`config.mk`:
```
export PLATFORM = sky130hd
export DESIGN_NAME = niu32_mmio_ctrl
export DESIGN_NICKNAME = d
export VERILOG_FILES = /design/src/rtl/niu32_mmio_ctrl.sv
export SDC_FILE = /design/constraint.sdc
export NUM_CORES = 1
export LEC_CHECK = 0
export BUFFER_PORTS_ARGS = -buffer_cell sky130_fd_sc_hd__buf_2
export CORE_ASPECT_RATIO = 0.8
export CORE_MARGIN = 2
export CORE_UTILIZATION = 50
export CTS_CLUSTER_SIZE = 10
export DETAILED_ROUTE_END_ITERATION = 7
export PLACE_DENSITY_LB_ADDON = 0.25
export REMOVE_ABC_BUFFERS = 1
export SYNTH_ARGS = -nofsm -noshare
export SYNTH_HDL_FRONTEND = slang
export SYNTH_SLANG_ARGS = --single-unit
```
`constraint.sdc`:
```
create_clock -name clk -period 10.55 [get_ports clk]
set_input_delay 0 -clock clk [delete_from_list [all_inputs] [get_ports clk]]
set_output_delay 0 -clock clk [all_outputs]
set_load 0.02 [all_outputs]
```
`src/rtl/niu32_mmio_ctrl.sv`:
```
// Niu32 MMIO controller: decodes the 0xFFFF_xxxx window, owns HEX/LEDR/LEDG latches, debounces KEY/SW.
// Latency: writes land on the next edge; read data and error pulse are registered one cycle after the strobe.
// Backpressure: none; every strobe is accepted in its own cycle and the core never waits.
//
// Ports:
//   clk, reset          system clock, asynchronous active-high reset (release assumed synchronous to clk)
//   io_addr, io_wdata   byte address and store data from the core
//   io_we, io_re        one-cycle store / load strobes
//   io_hit              combinational: address lies inside the 0xFFFF_xxxx window
//   io_rdata, io_err    registered load data (holds between loads) and unmapped-access pulse
//   key_n, sw           raw asynchronous board inputs (keys active-low)
//   hex_val, ledr, ledg output latches to the board

// Per-bit debouncer on already-synchronised inputs.
// Latency: DEB_CYCLES consecutive differing cycles before level follows din.
// Backpressure: none.
module niu32_mmio_debounce #(
  parameter int W          = 4,
  parameter int DEB_CYCLES = 50000,
  parameter int DEB_BITS   = 16
) (
  input  logic         clk,
  input  logic         reset,
  input  logic [W-1:0] din,    // synchronised input
  output logic [W-1:0] level,  // debounced level
  output logic [W-1:0] rise    // level goes 0->1 on the coming edge
);

  localparam logic [DEB_BITS-1:0] DEB_LAST = DEB_BITS'(DEB_CYCLES - 1);

  for (genvar i = 0; i < W; i++) begin : g_bit
    logic [DEB_BITS-1:0] cnt;

    always_ff @(posedge clk or posedge reset) begin
      if (reset) begin
        cnt      <= '0;
        level[i] <= 1'b0;
      end else if (din[i] == level[i]) begin
        cnt <= '0;
      end else if (cnt >= DEB_LAST) begin
        // The ">=" keeps the counter from ever running past the threshold,
        // so it cannot wrap back to zero.
        level[i] <= din[i];
        cnt      <= '0;
      end else begin
        cnt <= cnt + 1'b1;
      end
    end

    // Decoded in the same cycle the level update is decided, so the sticky
    // edge flag sets on the very edge that the level goes high.
    assign rise[i] = ~level[i] & din[i] & (cnt >= DEB_LAST);
  end

endmodule

module niu32_mmio_ctrl #(
  parameter int                    WORD_SIZE    = 32,
  parameter int                    DEB_CYCLES   = 50000,
  parameter int                    DEB_BITS     = 16,
  parameter logic [WORD_SIZE-1:0]  ADDR_HEX     = 32'hFFFF0000,
  parameter logic [WORD_SIZE-1:0]  ADDR_LEDR    = 32'hFFFF0020,
  parameter logic [WORD_SIZE-1:0]  ADDR_LEDG    = 32'hFFFF0040,
  parameter logic [WORD_SIZE-1:0]  ADDR_KEY     = 32'hFFFF0100,
  parameter logic [WORD_SIZE-1:0]  ADDR_KEYEDGE = 32'hFFFF0104,
  parameter logic [WORD_SIZE-1:0]  ADDR_SWITCH  = 32'hFFFF0120
) (
  input  logic                 clk,
  input  logic                 reset,
  input  logic [WORD_SIZE-1:0] io_addr,
  input  logic [WORD_SIZE-1:0] io_wdata,
  input  logic                 io_we,
  input  logic                 io_re,
  output logic                 io_hit,
  output logic [WORD_SIZE-1:0] io_rdata,
  output logic                 io_err,
  input  logic [3:0]           key_n,
  input  logic [9:0]           sw,
  output logic [15:0]          hex_val,
  output logic [9:0]           ledr,
  output logic [7:0]           ledg
);

  // ---------------------------------------------------------------------------
  // Input synchronisers: two flops per bit. Keys preset to "released".
  // ---------------------------------------------------------------------------
  logic [3:0] key_s1, key_s2;
  logic [9:0] sw_s1, sw_s2;

  always_ff @(posedge clk or posedge reset) begin
    if (reset) begin
      key_s1 <= 4'hF;
      key_s2 <= 4'hF;
      sw_s1  <= '0;
      sw_s2  <= '0;
    end else begin
      key_s1 <= key_n;
      key_s2 <= key_s1;
      sw_s1  <= sw;
      sw_s2  <= sw_s1;
    end
  end

  // ---------------------------------------------------------------------------
  // Debounce. Keys are inverted before debouncing so level 1 means pressed.
  // ---------------------------------------------------------------------------
  logic [3:0] key_lvl, key_rise;
  logic [9:0] sw_lvl;
  logic [9:0] sw_rise_unused;

  niu32_mmio_debounce #(
    .W(4), .DEB_CYCLES(DEB_CYCLES), .DEB_BITS(DEB_BITS)
  ) u_key_deb (
    .clk  (clk),
    .reset(reset),
    .din  (~key_s2),
    .level(key_lvl),
    .rise (key_rise)
  );

  niu32_mmio_debounce #(
    .W(10), .DEB_CYCLES(DEB_CYCLES), .DEB_BITS(DEB_BITS)
  ) u_sw_deb (
    .clk  (clk),
    .reset(reset),
    .din  (sw_s2),
    .level(sw_lvl),
    .rise (sw_rise_unused)
  );

  // ---------------------------------------------------------------------------
  // Address decode: full-width compares, so e.g. ADDR_HEX+4 is unmapped.
  // ---------------------------------------------------------------------------
  logic sel_hex, sel_ledr, sel_ledg, sel_key, sel_kedge, sel_sw, sel_any;

  assign io_hit    = (io_addr[WORD_SIZE-1 -: 16] == 16'hFFFF);
  assign sel_hex   = (io_addr == ADDR_HEX);
  assign sel_ledr  = (io_addr == ADDR_LEDR);
  assign sel_ledg  = (io_addr == ADDR_LEDG);
  assign sel_key   = (io_addr == ADDR_KEY);
  assign sel_kedge = (io_addr == ADDR_KEYEDGE);
  assign sel_sw    = (io_addr == ADDR_SWITCH);
  assign sel_any   = sel_hex | sel_ledr | sel_ledg | sel_key | sel_kedge | sel_sw;

  // ---------------------------------------------------------------------------
  // Read mux (pre-write values: reads sample the current register contents).
  // ---------------------------------------------------------------------------
  logic [3:0]           key_edge;
  logic [WORD_SIZE-1:0] rd_val;

  always_comb begin
    rd_val = '0;
    if (sel_hex)   rd_val = WORD_SIZE'(hex_val);
    if (sel_ledr)  rd_val = WORD_SIZE'(ledr);
    if (sel_ledg)  rd_val = WORD_SIZE'(ledg);
    if (sel_key)   rd_val = WORD_SIZE'(key_lvl);
    if (sel_kedge) rd_val = WORD_SIZE'(key_edge);
    if (sel_sw)    rd_val = WORD_SIZE'(sw_lvl);
  end

  // Write-one-to-clear mask for the sticky edge flags.
  logic [3:0] kedge_clr;
  assign kedge_clr = (io_we && sel_kedge) ? io_wdata[3:0] : 4'h0;

  // ---------------------------------------------------------------------------
  // Registered state: output latches, edge flags, read data, error pulse.
  // ---------------------------------------------------------------------------
  always_ff @(posedge clk or posedge reset) begin
    if (reset) begin
      hex_val  <= '0;
      ledr     <= '0;
      ledg     <= '0;
      key_edge <= '0;
      io_rdata <= '0;
      io_err   <= 1'b0;
    end else begin
      if (io_we && sel_hex)  hex_val <= io_wdata[15:0];
      if (io_we && sel_ledr) ledr    <= io_wdata[9:0];
      if (io_we && sel_ledg) ledg    <= io_wdata[7:0];

      // Set is OR'd in after the clear so a new press wins over a same-cycle W1C.
      key_edge <= (key_edge & ~kedge_clr) | key_rise;

      // Loads outside the window leave io_rdata untouched.
      if (io_re && io_hit) io_rdata <= rd_val;

      io_err <= (io_we | io_re) & io_hit & ~sel_any;
    end
  end

  // Upper store-data bits have no destination in any register.
  logic unused_wdata;
  assign unused_wdata = ^io_wdata[WORD_SIZE-1:16] ^ ^sw_rise_unused;

endmodule

```
==> impl_metrics.ini, run 1 <==
[outcome]
outcome = finished, final reports clean

[clock_tree]
htreeDepth = 2
numCtsBuffers = 38
cts_buffer_depth = 3
cts_setup_buffers = 0
clkTransAtPathRegs_ns = 0.06
cts_sinks = 321
hold_buffers = 36
ctsResizeCount = 0
cts_tree = built
cts-root-buf = clkbuf_16
clock_latency_ns = 0.52

[grt]
grt_start_max_net_pins = 107
grt_pass1_vias = 10000
antenna_found_initial = 3
gr-total-overflow = 0
track_usage = 0.199
grt_pass1_wl_um = 50000

[floorplan]
initial_core_util = 0.509
io_pins = 150
row_count = 56
die_area_mm2 = 0.0313
die_h_um = 159
core_mm2 = 0.0294
die_x_um = 197

[sta]
setup_tns_ns = 0
worstMarginPinSlew_ns = 0.975
fin_hold_ws_ns = 0.0341
rsz0062_at_grt = no
slew_headroom = 0.350
finalHoldViolCount = 0
fmax_ghz = 0.397
final.min_clock_period_ns = 2.52
final_max_slew_viol_count = 0
fin_crit_sh = 0.239
setup_ws_ns = 8.03
clock_skew_ns = 0.0123
setup_viol = 0

[route]
wl_um = 30500
post_drt_via_cell_ratio = 5.27
wl_per_cell_um = 15.4
firstDrtPassIters = 6
drc_errors = 0
drt_iter0_drc = 628
final_antenna_net_count = 0
vias = 10400

[power]
peakVddDrop_v = 0.000136
leakagePower_uw = 0.00793
p_per_area_mw_per_mm2 = 148
p_total_uw = 2550

[worst_setup_path]
crit_top_cell = dlygate4sd3_1
criticalPathCategory = in2reg
cp-startpoint = io_addr[27]
crit_slowest_cell = dlygate4sd3_1
reg2reg_slack_ns = 8.41
timing.rr.start = u_sw_deb.g_bit[2].cnt[0]$_DFF_PP0_
path_cells = dlygate4sd3_1 -> buf_2 -> nand4_1 -> dlygate4sd3_1 -> nor4_1 -> and2_0 -> nand2_1 -> mux2_2
cp.arrival_ns = 2.92
crit_path_max_incr_delay_ns = 0.59
crit_end = ledg[4]$_DFFE_PP0P_
reg2reg_to = u_sw_deb.g_bit[2].cnt[13]$_DFF_PP0_
required_ns = 10.95
ff2ff_path_depth = 6
critPathLaunchType = input port
crit_path_max_fanout = 8
end_kind = register

[layout]
fillers = 2465
drive_gt1_frac = 0.149
layout_commonest_cell = dfrtp_1
regArea_mm2 = 0.00804
fin_cells = 1982
fin_nets = 1687
synthToLayoutAreaGrowth_pct = 15.2
layout_common_cells = 313 x dfrtp_1, 283 x nor2_1, 117 x buf_2
multiInputGateArea_mm2 = 0.00646

[logic_synthesis]
synth.area.top_cells = dfrtp_1 52%, nor2_1 7.1%, xor2_1 6.6%
syn_inst = 1427
ys_ff_latch = 321
synth_seq_area_share = 0.539
synth_top_cell_by_area = dfrtp_1
syn_area_mm2 = 0.0149
synth_top_area_frac = 0.524
synth.distinct_cells = 59
synth_warnings = 0
avgSynthCellArea_um2 = 10.5

[place]
io_buffers = 117
place_ws_ns = 8.36
dp_hpwl_um = 20700
post-place-cells = 1888
gp_congestion = 0.844

[min_path]
hp-class = in2reg

[run]
drv_cap = 0
-- report_power, final --
part	total, µW	switching (µW)	internal [µW]
clock network	1170	473	697
registers	1270	16.8	1250
logic	107	71.4	35.9
-- flip-flops by register name, summed over array words and instances, names as in the netlist, 4 cells and up --
name,cells
u_sw_deb.g_bit.cnt,160
u_key_deb.g_bit.cnt,64
hex_val,16
io_rdata,16
ledr,10
sw_s1,10
sw_s2,10
u_sw_deb.level,10
ledg,8
key_edge,4
key_s1,4
key_s2,4
u_key_deb.level,4
-- stage by stage --
stage	utilization	instance area [µm²]
after detailed placement	0.537	15800
final	0.586	17200
after floorplan	-	14700
after CTS	0.586	17200
after global placement	0.537	15800
after global routing	0.586	17200
-- routing by layer --
metal  part of all wire  GRT usage  vias to the layer above
li1                   -          -                     5160
met1               0.47      0.279                     5042
met2               0.45      0.308                      186
met3              0.053     0.0438                       57
met4              0.024     0.0684                        0
met5                  0          0                        -
-- worst max-delay path: cells and delay by family --
family                 cells  cell delay, ns
buffers and inverters      3            1.20
AND/OR/NAND/NOR            4            1.31
multiplexers               1            0.41
-- synth_stat cells (all sizes together) --
cell / count
o2bb2ai: 5
o31ai: 3
a22o: 11
a2111oi: 1
mux2: 44
and2: 10
a222oi: 6
a31oi: 13
buf: 35
nor4b: 3
nor2b: 9
mux2i: 4
a21oi: 32
xnor2: 79
inv: 40
nand3: 87
conb: 1
dfrtp: 313
o211ai: 2
and3: 34
a32oi: 3
or2: 8
a211oi: 10
o21ai: 8
dfstp: 8
and4: 11
nand4: 31
nor3: 30
or4: 14
o21a: 3
or4b: 2
nor2: 283
nand3b: 2
nand2: 84
ha: 18
nand2b: 13
nor4: 14
a311o: 11
or3: 3
clkbuf: 18
o311ai: 3
o22ai: 5
xor2: 113
-- kinds of logic after synthesis --
| family | share of synthesized area |
|---|---|
| buffers and inverters | 0.0328 |
| adders and majority gates | 0.0151 |
| other | 0.000251 |
| DFF | 0.539 |
| xor gates and xnor gates | 0.113 |
| AOI/OAI and AO/OA | 0.0559 |
| and+or+nand+nor | 0.207 |
| muxes | 0.0384 |
-- cell type report --
cell class | instances | area share
clock inverters | 1 | 0.000509
well taps | 377 | 0.0274
inverters | 40 | 0.00916
clock buffers | 53 | 0.0623
flip-flops and latches | 321 | 0.467
multi-input cells | 1028 | 0.375
diodes | 4 | 0.000582
repair buffers | 158 | 0.0572
-- how the worst min path moves through the flow --
stage	start	cells after the start	end
3_5_place_dp	key_n[0]	1	key_s1[0]$_DFF_PP1_
6_report	io_addr[14]	5	io_rdata[2]$_DFFE_PP0P_
3_3_place_gp	key_n[0]	1	key_s1[0]$_DFF_PP1_
4_1_cts	io_addr[14]	5	io_rdata[2]$_DFFE_PP0P_
2_1_floorplan	key_n[0]	0	key_s1[0]$_DFF_PP1_
5_1_grt	io_addr[14]	5	io_rdata[2]$_DFFE_PP0P_
No activity file was read; power rests on OpenSTA's default activity.
==> run 2: changes to the inputs <==
Clock period 10.55 ns to 2.3 ns, I/O delays scaled along.
==> run 2 against run 1 <==
  * Die area stayed put
  * Clock power grew to 4.5 times the previous value
  * Non-clock buffer count is 21 higher
  * Sequential cell count stayed put
  * Final cell count is 1.0% higher
  * Global-route usage is 0.16 points higher
  * Register-to-register slack worse by 8.2 ns
  * Combinational power grew to 4.8 times the previous value
  * Critical path type is now reg2reg
  * Largest power group unchanged
==> impl_metrics.ini, run 2 (synthesized netlist as in run 1, its figures left out) <==
[clock_tree]
clkTransAtPathRegs_ns = 0.05
cts_setup_buffers = 0
cts_tree = built
numCtsBuffers = 38
cts_buffer_depth = 3
cts_sinks = 321
htreeDepth = 2
clock_latency_ns = 0.52
cts-root-buf = clkbuf_16

[sta]
fin_hold_ws_ns = 0.0590
slew_headroom = 0.529
final.min_clock_period_ns = 2.06
setup_viol = 0
clock_skew_ns = 0.0107
final_max_slew_viol_count = 0
worstMarginPinSlew_ns = 0.697
rsz0062_at_grt = no
fmax_ghz = 0.485
fin_crit_sh = 0.897
finalHoldViolCount = 0

[grt]
gr-total-overflow = 0
antenna_found_initial = 0
grt_start_max_net_pins = 81
use_met3 = 0.0441
track_usage = 0.201
grtUsageMet2 = 0.314
use_met1 = 0.284
grt_pass1_vias = 9976
grt_pass1_wl_um = 50300
grt-busiest-layer = met2

[layout]
layout_common_cells = 313 x dfrtp_1, 283 x nor2_1, 117 x buf_2
fillers = 2474
top_register = u_sw_deb.g_bit.cnt
stdcell_area_mm2 = 0.0174
synthToLayoutAreaGrowth_pct = 16.4
top_regs = u_sw_deb.g_bit.cnt: 160 flops, u_key_deb.g_bit.cnt: 64 flops
antenna_cells = 0
drive_gt1_frac = 0.159
fin_cells = 2002
fin_nets = 1708
layout_commonest_cell = dfrtp_1
largest_reg_flops = 160

[worst_setup_path]
crit_path_max_incr_delay_ns = 0.42
end_kind = register
critPathLaunchType = register
criticalPathCategory = reg2reg
cp.arrival_ns = 2.49
crit_path_max_fanout = 16
required_ns = 2.73
path_cells = ha_1 -> a311o_1 -> a211oi_1 -> nor4_1 -> nand2b_1 -> a21oi_1
crit_slowest_cell = nand2b_1

[power]
peakVddDrop_v = 0.000434
p_per_area_mw_per_mm2 = 669
leakagePower_uw = 0.00804

[floorplan]
die_area_mm2 = 0.0313
row_count = 56
io_pins = 150
die_h_um = 159
die_x_um = 197
initial_core_util = 0.509
core_mm2 = 0.0294

[run]
drv_cap = 0

[route]
vias = 10500
post_drt_via_cell_ratio = 5.24
final_antenna_net_count = 0
drc_errors = 0
drt_iter0_drc = 561
firstDrtPassIters = 6
wl_per_cell_um = 15.3
wl_um = 30500

[place]
dpl_cell_area_mm2 = 0.0159
io_buffers = 117
dp_hpwl_um = 21000
post-place-cells = 1909
gp_congestion = 0.860

[min_path]
hp-class = in2reg

[outcome]
outcome = finished, final reports clean
run 2: changes by cell type in the layout (fill, tap and decap cells not counted):
cell       change
clkbuf_16      -2
buf_12         +3
diode_2        -4
buf_4         +18
clkbuf_8       +2
clkbuf_1       +3
run 2: per-layer routing:
layer,up-vias,wire [µm]
met5,-,0
met4,0,466
met1,5077,14700
met3,37,1560
met2,170,13900
li1,5204,-
run 2: critical path, delay by kind of cell (launching register included):
| family | cells | cell delay (ns) |
|---|---|---|
| AO/OA/AOI/OAI | 3 | 0.79 |
| flip-flops | 1 | 0.39 |
| AND/OR/NAND/NOR | 2 | 0.51 |
| adder cells (fa/ha/maj) | 1 | 0.28 |
run 2: path summary, 6_finish.rpt:
check	from	to	slack (ns)	cells past startpoint
worst max-delay path	u_sw_deb.g_bit[6].cnt[0]$_DFF_PP0_	u_sw_deb.g_bit[6].cnt[15]$_DFF_PP0_	0.24	6
worst min-delay path	io_addr[27]	io_err$_DFF_PP0_	0.06	6
worst max register to register	u_sw_deb.g_bit[6].cnt[0]$_DFF_PP0_	u_sw_deb.g_bit[6].cnt[15]$_DFF_PP0_	0.24	6
worst min register to register	sw_s1[8]$_DFF_PP0_	sw_s2[8]$_DFF_PP0_	0.34	0
max in group asynchronous	reset	key_s2[2]$_DFF_PP1_	1.38	4
min in group asynchronous	reset	u_key_deb.g_bit[1].cnt[3]$_DFF_PP0_	0.12	3
run 2: where the power goes:
part           internal [µW]  total [µW]  switching (µW)
clock network           3150        5290            2150
registers               5740        5820            79.6
logic                    184         515             331
run 2: per-stage QoR:
| stage | setup TNS (ns) | setup slack (ns) | utilization | total power, µW |
|---|---|---|---|---|
| 3_3_place_gp | 0 | 0.270 | 0.543 | 6390 |
| 5_1_grt | 0 | 0.0244 | 0.592 | 12100 |
| 2_1_floorplan | -2089.05 | -6.57 | - | 6190 |
| 4_1_cts | 0 | 0.198 | 0.592 | 11800 |
| 6_report | 0 | 0.236 | 0.592 | 11600 |
| 3_5_place_dp | 0 | 0.218 | 0.543 | 6400 |
run 2: final cells by class:
type | count | area [µm²] | share of cell area
Sequential cell | 321 | 8040 | 0.463
Clock inverter | 1 | 8.76 | 0.000504
Clock buffer | 56 | 1060 | 0.0610
Inverter | 40 | 158 | 0.00907
Tap cell | 377 | 472 | 0.0271
Timing Repair Buffer | 179 | 1180 | 0.0678
Multi-Input combinational cell | 1028 | 6460 | 0.372
run 2: repair_timing:
| action | in CTS | in global routing |
|---|---|---|
| endpoints found under the hold margin | 129 | 0 |
| hold buffers | 36 | 0 |
| resized for setup | 0 | 0 |
